File: src/rtl/truth_table_scanner.sv
// Truth-table scanner: steps {p,q,r,s} through every minterm, samples the block
// under test after a settle window and compares the captured table to EXPECT.
module truth_table_scanner #(
  parameter int                   N_VARS = 4,
  parameter logic [2**N_VARS-1:0] EXPECT = 16'h4644,
  parameter int                   SETTLE = 1
) (
  input  logic                   clk,
  input  logic                   rst_n,
  input  logic                   start,
  input  logic                   f_in,
  output logic [N_VARS-1:0]      vec_out,
  output logic                   busy,
  output logic                   done,
  output logic                   pass,
  output logic [2**N_VARS-1:0]   signature,
  output logic [N_VARS:0]        mismatch_cnt,
  output logic [N_VARS-1:0]      mismatch_idx
);

  localparam logic [7:0]        SETTLE_C = 8'(SETTLE);
  localparam logic [N_VARS-1:0] LAST_IDX = '1;

  typedef enum logic {IDLE, SCAN} state_t;

  state_t                 state_q;
  logic [N_VARS-1:0]      idx_q;
  logic [7:0]             waitCnt_q;
  logic                   firstFail_q;
  logic                   busy_q;
  logic                   done_q;
  logic                   pass_q;
  logic [2**N_VARS-1:0]   signature_q;
  logic [N_VARS:0]        mismatchCnt_q;
  logic [N_VARS-1:0]      mismatchIdx_q;

  logic                   sampleEdge_d;
  logic                   miss_d;
  logic [N_VARS:0]        mismatchCnt_d;

  // The sample edge is the last edge of each vector's SETTLE+1 cycle window.
  always_comb begin
    sampleEdge_d  = (state_q == SCAN) && (waitCnt_q == SETTLE_C);
    miss_d        = (f_in != EXPECT[idx_q]);
    mismatchCnt_d = mismatchCnt_q + {{N_VARS{1'b0}}, miss_d};
  end

  always_ff @(posedge clk or negedge rst_n) begin
    if (!rst_n) begin
      state_q       <= IDLE;
      idx_q         <= '0;
      waitCnt_q     <= '0;
      firstFail_q   <= 1'b0;
      busy_q        <= 1'b0;
      done_q        <= 1'b0;
      pass_q        <= 1'b0;
      signature_q   <= '0;
      mismatchCnt_q <= '0;
      mismatchIdx_q <= '0;
    end else begin
      done_q <= 1'b0;
      case (state_q)
        IDLE: begin
          if (start) begin
            state_q       <= SCAN;
            idx_q         <= '0;
            waitCnt_q     <= '0;
            busy_q        <= 1'b1;
            firstFail_q   <= 1'b0;
            pass_q        <= 1'b0;
            signature_q   <= '0;
            mismatchCnt_q <= '0;
            mismatchIdx_q <= '0;
          end
        end
        SCAN: begin
          if (!sampleEdge_d) begin
            waitCnt_q <= waitCnt_q + 8'd1;
          end else begin
            signature_q[idx_q] <= f_in;
            mismatchCnt_q      <= mismatchCnt_d;
            waitCnt_q          <= '0;
            if (miss_d && !firstFail_q) begin
              mismatchIdx_q <= idx_q;
              firstFail_q   <= 1'b1;
            end
            // Pass is judged on the count including the final sample.
            if (idx_q == LAST_IDX) begin
              state_q <= IDLE;
              busy_q  <= 1'b0;
              done_q  <= 1'b1;
              pass_q  <= (mismatchCnt_d == '0);
            end else begin
              idx_q <= idx_q + 1'b1;
            end
          end
        end
        default: state_q <= IDLE;
      endcase
    end
  end

  assign vec_out      = busy_q ? idx_q : '0;
  assign busy         = busy_q;
  assign done         = done_q;
  assign pass         = pass_q;
  assign signature    = signature_q;
  assign mismatch_cnt = mismatchCnt_q;
  assign mismatch_idx = mismatchIdx_q;

endmodule

File: config.mk
export PLATFORM = sky130hd
export DESIGN_NAME = truth_table_scanner
export DESIGN_NICKNAME = d
export VERILOG_FILES = /design/src/rtl/truth_table_scanner.sv
export SDC_FILE = /design/constraint.sdc
export NUM_CORES = 1
export LEC_CHECK = 0
export ABC_AREA = 1
export BUFFER_PORTS_ARGS = -buffer_cell sky130_fd_sc_hd__buf_2
export CAP_MARGIN = 20
export CELL_PAD_IN_SITES_DETAIL_PLACEMENT = 1
export CELL_PAD_IN_SITES_GLOBAL_PLACEMENT = 1
export CORE_ASPECT_RATIO = 1.25
export CORE_MARGIN = 1.5
export CORE_UTILIZATION = 30
export DETAILED_ROUTE_END_ITERATION = 10
export GPL_TIMING_DRIVEN = 0
export HOLD_SLACK_MARGIN = 0.1
export MAX_ROUTING_LAYER = met4
export PLACE_DENSITY = 0.57
export SYNTH_ARGS = -nofsm -noshare
export SYNTH_HDL_FRONTEND = slang
export SYNTH_SLANG_ARGS = --single-unit
File: constraint.sdc
create_clock -name clk -period 6.1 [get_ports clk]
set_input_delay 0.305 -clock clk [delete_from_list [all_inputs] [get_ports clk]]
set_output_delay 0.305 -clock clk [all_outputs]
set_load 0.01 [all_outputs]
==> impl_metrics.yaml, run 1 <==
outcome:
  status: "finished clean"
pwr:
  switching_share: 0.407
  p_leak_nw: 1.46
  vdd_drop_max_v: 0.000114
  p_switching_mw: 0.397
  intPower_mw: 0.579
  combinationalPowerShare: 0.371
  power_frac_clock: 0.200
  seq_power_share: 0.429
  power_density_mw_per_mm2: 366
detailed_routing:
  drtPass1Iterations: 4
  route.detailed.wl_per_inst_microns: 14.4
  ant_nets: 0
  first_iter_violations: 99
  vias_per_cell: 4.76
  routed-via-count: 2014
  route.final.wire_length_mm: 6.08
  drcViolationCount: 0
timing:
  timing.clock.skew_ns: 0.00736
  slew-limit-headroom: 0.680
  timing.final.crit_period_ns: 2.59
  final_hold_viol_count: 0
  worstMarginPinSlew_ns: 0.479
  max_freq_mhz: 386
  finalSetupTns_ns: 0
  layout_setup_ws_ns: 3.51
  setup_viol: 0
  layout_worst_path_cycle_share: 0.424
  timing_max_transition_violations_final: 0
  rsz0062_at_grt: "false"
grt:
  grt_util_all_layers: 0.174
  global_route.overflow_total: 0
  grt_first_pass_wirelength_mm: 10.4
  first_global_vias: 2084
  antenna_found_initial: 0
  maximum_number_of_pins_on_one_net_before_global_route_repair: 43
placement:
  port_buffers: 35
  placement.setup.worst_slack_ns: 3.50
  detail_placement_hpwl_mm: 4.40
  finalWeightedCongestion: 0.772
clocking:
  tritoncts_clock_tree: "built"
  clockBufferDepth: 2
  cts_setup_buffers: 0
  insertion_delay_ns: 0.30
  cts_buffers: 5
  htree_levels: 2
  post_cts.resized_instances: 0
  worst_setup_hold_path_clk_slew_ns: 0.09
  clk_sinks: 42
  cts-hold-fix-buffers: 0
  clockRootBuffer: "sky130_fd_sc_hd__clkbuf_8"
synthesis:
  synth_register_bits: 42
  postSynth.topFlopCell: "sky130_fd_sc_hd__dfrtp_1"
  post-synth-top-area-fraction: 0.466
  number_of_flops_mapped_to_enable_cells_by_yosys: 0
  post_synthesis_cells: 286
  synthDominantAreaCellType: "sky130_fd_sc_hd__dfrtp_1"
  mappedNetlistArea_sq_mm: 0.00225
  synth_area_leaders: "sky130_fd_sc_hd__dfrtp_1 47%, sky130_fd_sc_hd__nand2_1 16%, sky130_fd_sc_hd__o21ai_0 6.7%"
  mappedNetlistNets: 298
  synthesis.yosys.warnings: 0
  share_of_flip_flops_with_an_asynchronous_set_or_reset: 1.00
  synthesis.area_per_instance_sq_um: 7.88
  yosys.cell_types.count: 25
  seq_area_frac_synth: 0.466
setup_path:
  startpoint_class: "register"
  timing.critical_path.required_ns: 6.33
  worst-endpoint-arrival_ns: 2.81
  ff2ff_path_depth: 13
  critical_path_endpoint_category: "register"
  crit_path_max_fanout: 7
  critical_path_class: "reg2reg"
floorplan:
  row_cnt: 35
  core-area_sq_mm: 0.00731
  die_h_microns: 99.9
  floorplan.initialDensity: 0.308
  io_pins: 36
  die_w_microns: 80.5
  die_area_sq_mm: 0.00804
cells_and_area:
  nNetsFinal: 342
  utilization: 0.365
  antennaDiodeCount: 0
  final_cell_mix: "97 x sky130_fd_sc_hd__nand2_1, 42 x sky130_fd_sc_hd__dfrtp_1, 41 x sky130_fd_sc_hd__buf_2, 30 x sky130_fd_sc_hd__o21ai_0, 25 x sky130_fd_sc_hd__inv_1"
  mostFrequentLayoutCell: "sky130_fd_sc_hd__nand2_1"
  synthesis_to_finish_area_growth_pct: 18.4
  final_layout_size_suffix_gt1_frac: 0.190
flow_run:
  maxCapViolCount: 0
hold_path:
  whs_path_depth: 3
  worstHoldPathType: "in2reg"
## synth_stat cells (all sizes together) (2+ instances only)
| cell | number |
|---|---|
| o22ai | 4 |
| xor2 | 6 |
| nor3 | 4 |
| nor2 | 31 |
| nand3 | 15 |
| inv | 28 |
| o21ai | 32 |
| xnor2 | 2 |
| nand2 | 98 |
| ha | 8 |
| dfrtp | 42 |
| buf | 7 |
| nand4 | 5 |
## per-stage QoR
step | area [sq um] | power, mW | hold slack (ns) | std cells
3_5_place_dp | 2540 | 0.793 | 0.454 | 413
2_1_floorplan | 2250 | 0.665 | 0.00941 | 286
6_report | 2670 | 0.977 | 0.263 | 423
5_1_grt | 2670 | 1.07 | 0.259 | 423
3_3_place_gp | 2540 | 0.782 | 0.455 | 413
4_1_cts | 2640 | 0.994 | 0.205 | 421
## critical path, stage by stage, from the launching register on
cell	delay, ns
sky130_fd_sc_hd__dfrtp_1	0.49
sky130_fd_sc_hd__inv_1	0.13
sky130_fd_sc_hd__ha_1	0.36
sky130_fd_sc_hd__nand3_1	0.10
sky130_fd_sc_hd__nand3_1	0.10
sky130_fd_sc_hd__and2_1	0.16
sky130_fd_sc_hd__buf_2	0.14
sky130_fd_sc_hd__ha_1	0.20
sky130_fd_sc_hd__ha_1	0.29
sky130_fd_sc_hd__nor3_1	0.19
sky130_fd_sc_hd__nand2_1	0.07
sky130_fd_sc_hd__nor2_1	0.11
sky130_fd_sc_hd__nand2_1	0.05
sky130_fd_sc_hd__o21ai_0	0.13
## sequential cells by signal, indices dropped and copies added, names as in the netlist
register / flops
busy: 1
done: 1
firstFail_q: 1
idx_q: 4
mismatch_cnt: 5
mismatch_idx: 4
pass: 1
signature: 16
state_q: 1
waitCnt_q: 8
## cell type report
cell class / instances / area (sq um)
flip-flops and latches: 42 / 1050
clock inverters: 2 / 12.5
multi-input cells: 208 / 1050
clock buffers: 6 / 82.6
inverters: 28 / 108
plain buffers: 8 / 48.8
well taps: 92 / 115
fillers: 921 / 4640
repair buffers: 37 / 205
## final timing paths
| path | slack [ns] | to | from |
|---|---|---|---|
| worst max-delay path | 3.51 | pass | idx_q[0] |
| worst min-delay path | 0.26 | busy | start |
| worst max register to register | 3.51 | pass | idx_q[0] |
| worst min register to register | 0.47 | signature[2] | signature[2] |
| max in group asynchronous | 5.19 | idx_q[3] | rst_n |
| min in group asynchronous | 0.43 | busy | rst_n |
## power by group through the flow
| stage | Sequential, mW | Clock [mW] | Combinational, mW |
|---|---|---|---|
| 2_1_floorplan | 0.427 | 0 | 0.238 |
| 3_3_place_gp | 0.424 | 0 | 0.357 |
| 3_5_place_dp | 0.427 | 0 | 0.366 |
| 4_1_cts | 0.421 | 0.203 | 0.370 |
| 5_1_grt | 0.433 | 0.216 | 0.423 |
| 6_report | 0.419 | 0.196 | 0.362 |
## cells by family after synthesis
kind of cell	count (synthesis)	synth area share
xor+xnor	8	0.0311
flops	42	0.466
fa+ha+maj	8	0.0444
compound gates	37	0.0844
buf+inv	36	0.0694
simple gates	155	0.304
## layer usage
| layer | track usage | wire length [microns] |
|---|---|---|
| met1 | 0.219 | 2790 |
| met4 | 0.0438 | 69 |
| met2 | 0.289 | 3050 |
| met3 | 0.0291 | 169 |
| met5 | - | 0 |
No activity file was read; power rests on OpenSTA's default activity.
==> inputs of run 2 (changes only) <==
Settings changed: PLACE_DENSITY 0.57 to 0.59.
Clock period 6.1 ns to 2.13 ns, I/O delays scaled along.
==> run 2 against run 1 <==
First-iteration DRC count decreased by 25%. Global-route usage decreased by 0.088 points. Highest routed layer unchanged. Critical endpoint unchanged. Largest power group is now combinational cells. Maximum frequency increased by 29%. Sequential share of layout area decreased by 2.9 points. Routed wire length increased by 2.7%. Worst setup slack got worse by 3.4 ns.
==> impl_metrics.yaml, run 2 (synthesized netlist as in run 1, its figures left out) <==
outcome:
  status: "finished clean"
timing:
  worstMarginPinSlew_ns: 0.523
  layout_setup_ws_ns: 0.117
  timing_max_transition_violations_final: 0
  timing.clock.skew_ns: 0.0134
  timing.final.crit_period_ns: 2.01
  final_hold_viol_count: 0
  max_freq_mhz: 497
  setup_viol: 0
  layout_worst_path_cycle_share: 0.945
  slew-limit-headroom: 0.651
pwr:
  vdd_drop_max_v: 0.000358
  p_leak_nw: 1.53
  power_density_mw_per_mm2: 1110
placement:
  placement.setup.worst_slack_ns: -0.285
  placed_cell_area_sq_mm: 0.00259
  detail_placement_hpwl_mm: 4.40
  port_buffers: 35
  finalWeightedCongestion: 0.801
floorplan:
  core-area_sq_mm: 0.00731
  die_area_sq_mm: 0.00804
  floorplan.initialDensity: 0.308
  row_cnt: 35
  die_w_microns: 80.5
  io_pins: 36
  die_h_microns: 99.9
setup_path:
  critical_path_endpoint_category: "register"
  timing.critical_path.required_ns: 2.37
  critical_path.reg2reg.startpoint: "idx_q[1]"
  ff2ff_path_depth: 13
  startpoint_class: "register"
  crit_path_max_fanout: 4
  crit_start: "idx_q[1]"
  worst-endpoint-arrival_ns: 2.25
  critical_path_class: "reg2reg"
clocking:
  insertion_delay_ns: 0.30
  clockBufferDepth: 2
  htree_levels: 2
  cts_buffers: 5
  tritoncts_clock_tree: "built"
  worst_setup_hold_path_clk_slew_ns: 0.09
  clockRootBuffer: "sky130_fd_sc_hd__clkbuf_8"
  clk_sinks: 42
cells_and_area:
  antennaDiodeCount: 0
  mostFrequentLayoutCell: "sky130_fd_sc_hd__nand2_1"
  final_cell_mix: "96 x sky130_fd_sc_hd__nand2_1, 40 x sky130_fd_sc_hd__dfrtp_1, 39 x sky130_fd_sc_hd__buf_2, 29 x sky130_fd_sc_hd__o21ai_0, 24 x sky130_fd_sc_hd__nor2_1"
  final_area_sq_mm: 0.00289
  final_layout_size_suffix_gt1_frac: 0.266
  largest_register_ff_count: 16
  nNetsFinal: 353
  synthesis_to_finish_area_growth_pct: 28.1
  final.fill_count: 893
detailed_routing:
  drt-met1-wl_mm: 2.84
  route.final.wire_length_mm: 6.25
  drcViolationCount: 0
  route.detailed.wl_per_inst_microns: 14.4
  routed-via-count: 2038
  first_iter_violations: 74
  vias_per_cell: 4.70
  ant_nets: 0
  dr_wl_met3_microns: 135
  highest_layer: "met4"
  met2_length_mm: 3.18
  drtPass1Iterations: 4
grt:
  maximum_number_of_pins_on_one_net_before_global_route_repair: 43
  first_global_vias: 2053
  antenna_found_initial: 0
  grt_util_all_layers: 0.173
  grt_first_pass_wirelength_mm: 10.2
  global_route.overflow_total: 0
hold_path:
  worstHoldPathType: "in2async"
flow_run:
  maxCapViolCount: 0
-- run 2: cell count changes in the layout (fill, tap and decap cells not counted), sizes merged --
cell and delta:
clkinv -1, bufinv +1, dlygate4sd3 +2, buf +9
-- run 2: what timing repair did --
item                                    in CTS  in global routing
hold endpoints to repair                    44                  0
endpoints found under the setup margin       3                  1
setup buffers                                4                  6
resized for setup                            9                 14
hold buffers                                 3                  0
pin swaps                                    0                  8
gates cloned                                 0                  0
-- run 2: routing by layer --
metal / GRT usage / up-vias
met3: 0.0300 / 6
met5: - / -
met1: 0.209 / 995
met4: 0.0517 / 0
li1: - / 1012
met2: 0.293 / 25
-- run 2: power breakdown --
group	switching (mW)	leakage [nW]	internal [mW]
logic	0.762	0.925	0.597
registers	0.185	0.551	1.01
clock network	0.296	0.0514	0.350
total	1.24	1.53	1.96
-- run 2: area by class of cell --
cell class | instances | area, sq um | area share
Tap cell | 92 | 115 | 0.0399
Inverter | 28 | 115 | 0.0399
Buffer | 7 | 46.3 | 0.0160
Clock inverter | 2 | 37.5 | 0.0130
Sequential cell | 42 | 1050 | 0.365
Multi-Input combinational cell | 208 | 1140 | 0.394
Timing Repair Buffer | 49 | 308 | 0.107
Clock buffer | 6 | 72.6 | 0.0251
-- run 2: critical path, cell delays in order, from the launching register on --
cell and delay, ns:
sky130_fd_sc_hd__dfrtp_2 0.43, sky130_fd_sc_hd__buf_4 0.15, sky130_fd_sc_hd__ha_4 0.16, sky130_fd_sc_hd__inv_4 0.06
sky130_fd_sc_hd__nand2_1 0.06, sky130_fd_sc_hd__nand3_2 0.08, sky130_fd_sc_hd__and2_4 0.16, sky130_fd_sc_hd__ha_4 0.14
sky130_fd_sc_hd__ha_4 0.13, sky130_fd_sc_hd__nand3_2 0.09, sky130_fd_sc_hd__xor2_2 0.17, sky130_fd_sc_hd__nor2_1 0.11
sky130_fd_sc_hd__nand2_1 0.06, sky130_fd_sc_hd__o21ai_1 0.13
-- run 2: path summary, 6_finish.rpt --
path / end / slack [ns]
hold / removal: waitCnt_q[5] / 0.31
min in group clk: signature[1] / 0.47
setup reg to reg: pass / 0.12
max in group asynchronous: idx_q[1] / 1.32
setup / recovery: pass / 0.12
hold reg to reg: signature[1] / 0.47
-- run 2: stage by stage --
stage / std cells / hold slack, ns / setup TNS [ns] / util / total power, mW
after floorplan: 286 / -0.189 / 0 / - / 1.98
after global routing: 434 / 0.359 / -0.0235 / 0.395 / 3.48
final: 434 / 0.307 / 0 / 0.395 / 3.20
after CTS: 427 / 0.481 / 0 / 0.377 / 3.09
after global placement: 413 / 0.341 / -0.398 / 0.354 / 2.32
after detailed placement: 413 / 0.347 / -0.458 / 0.354 / 2.35
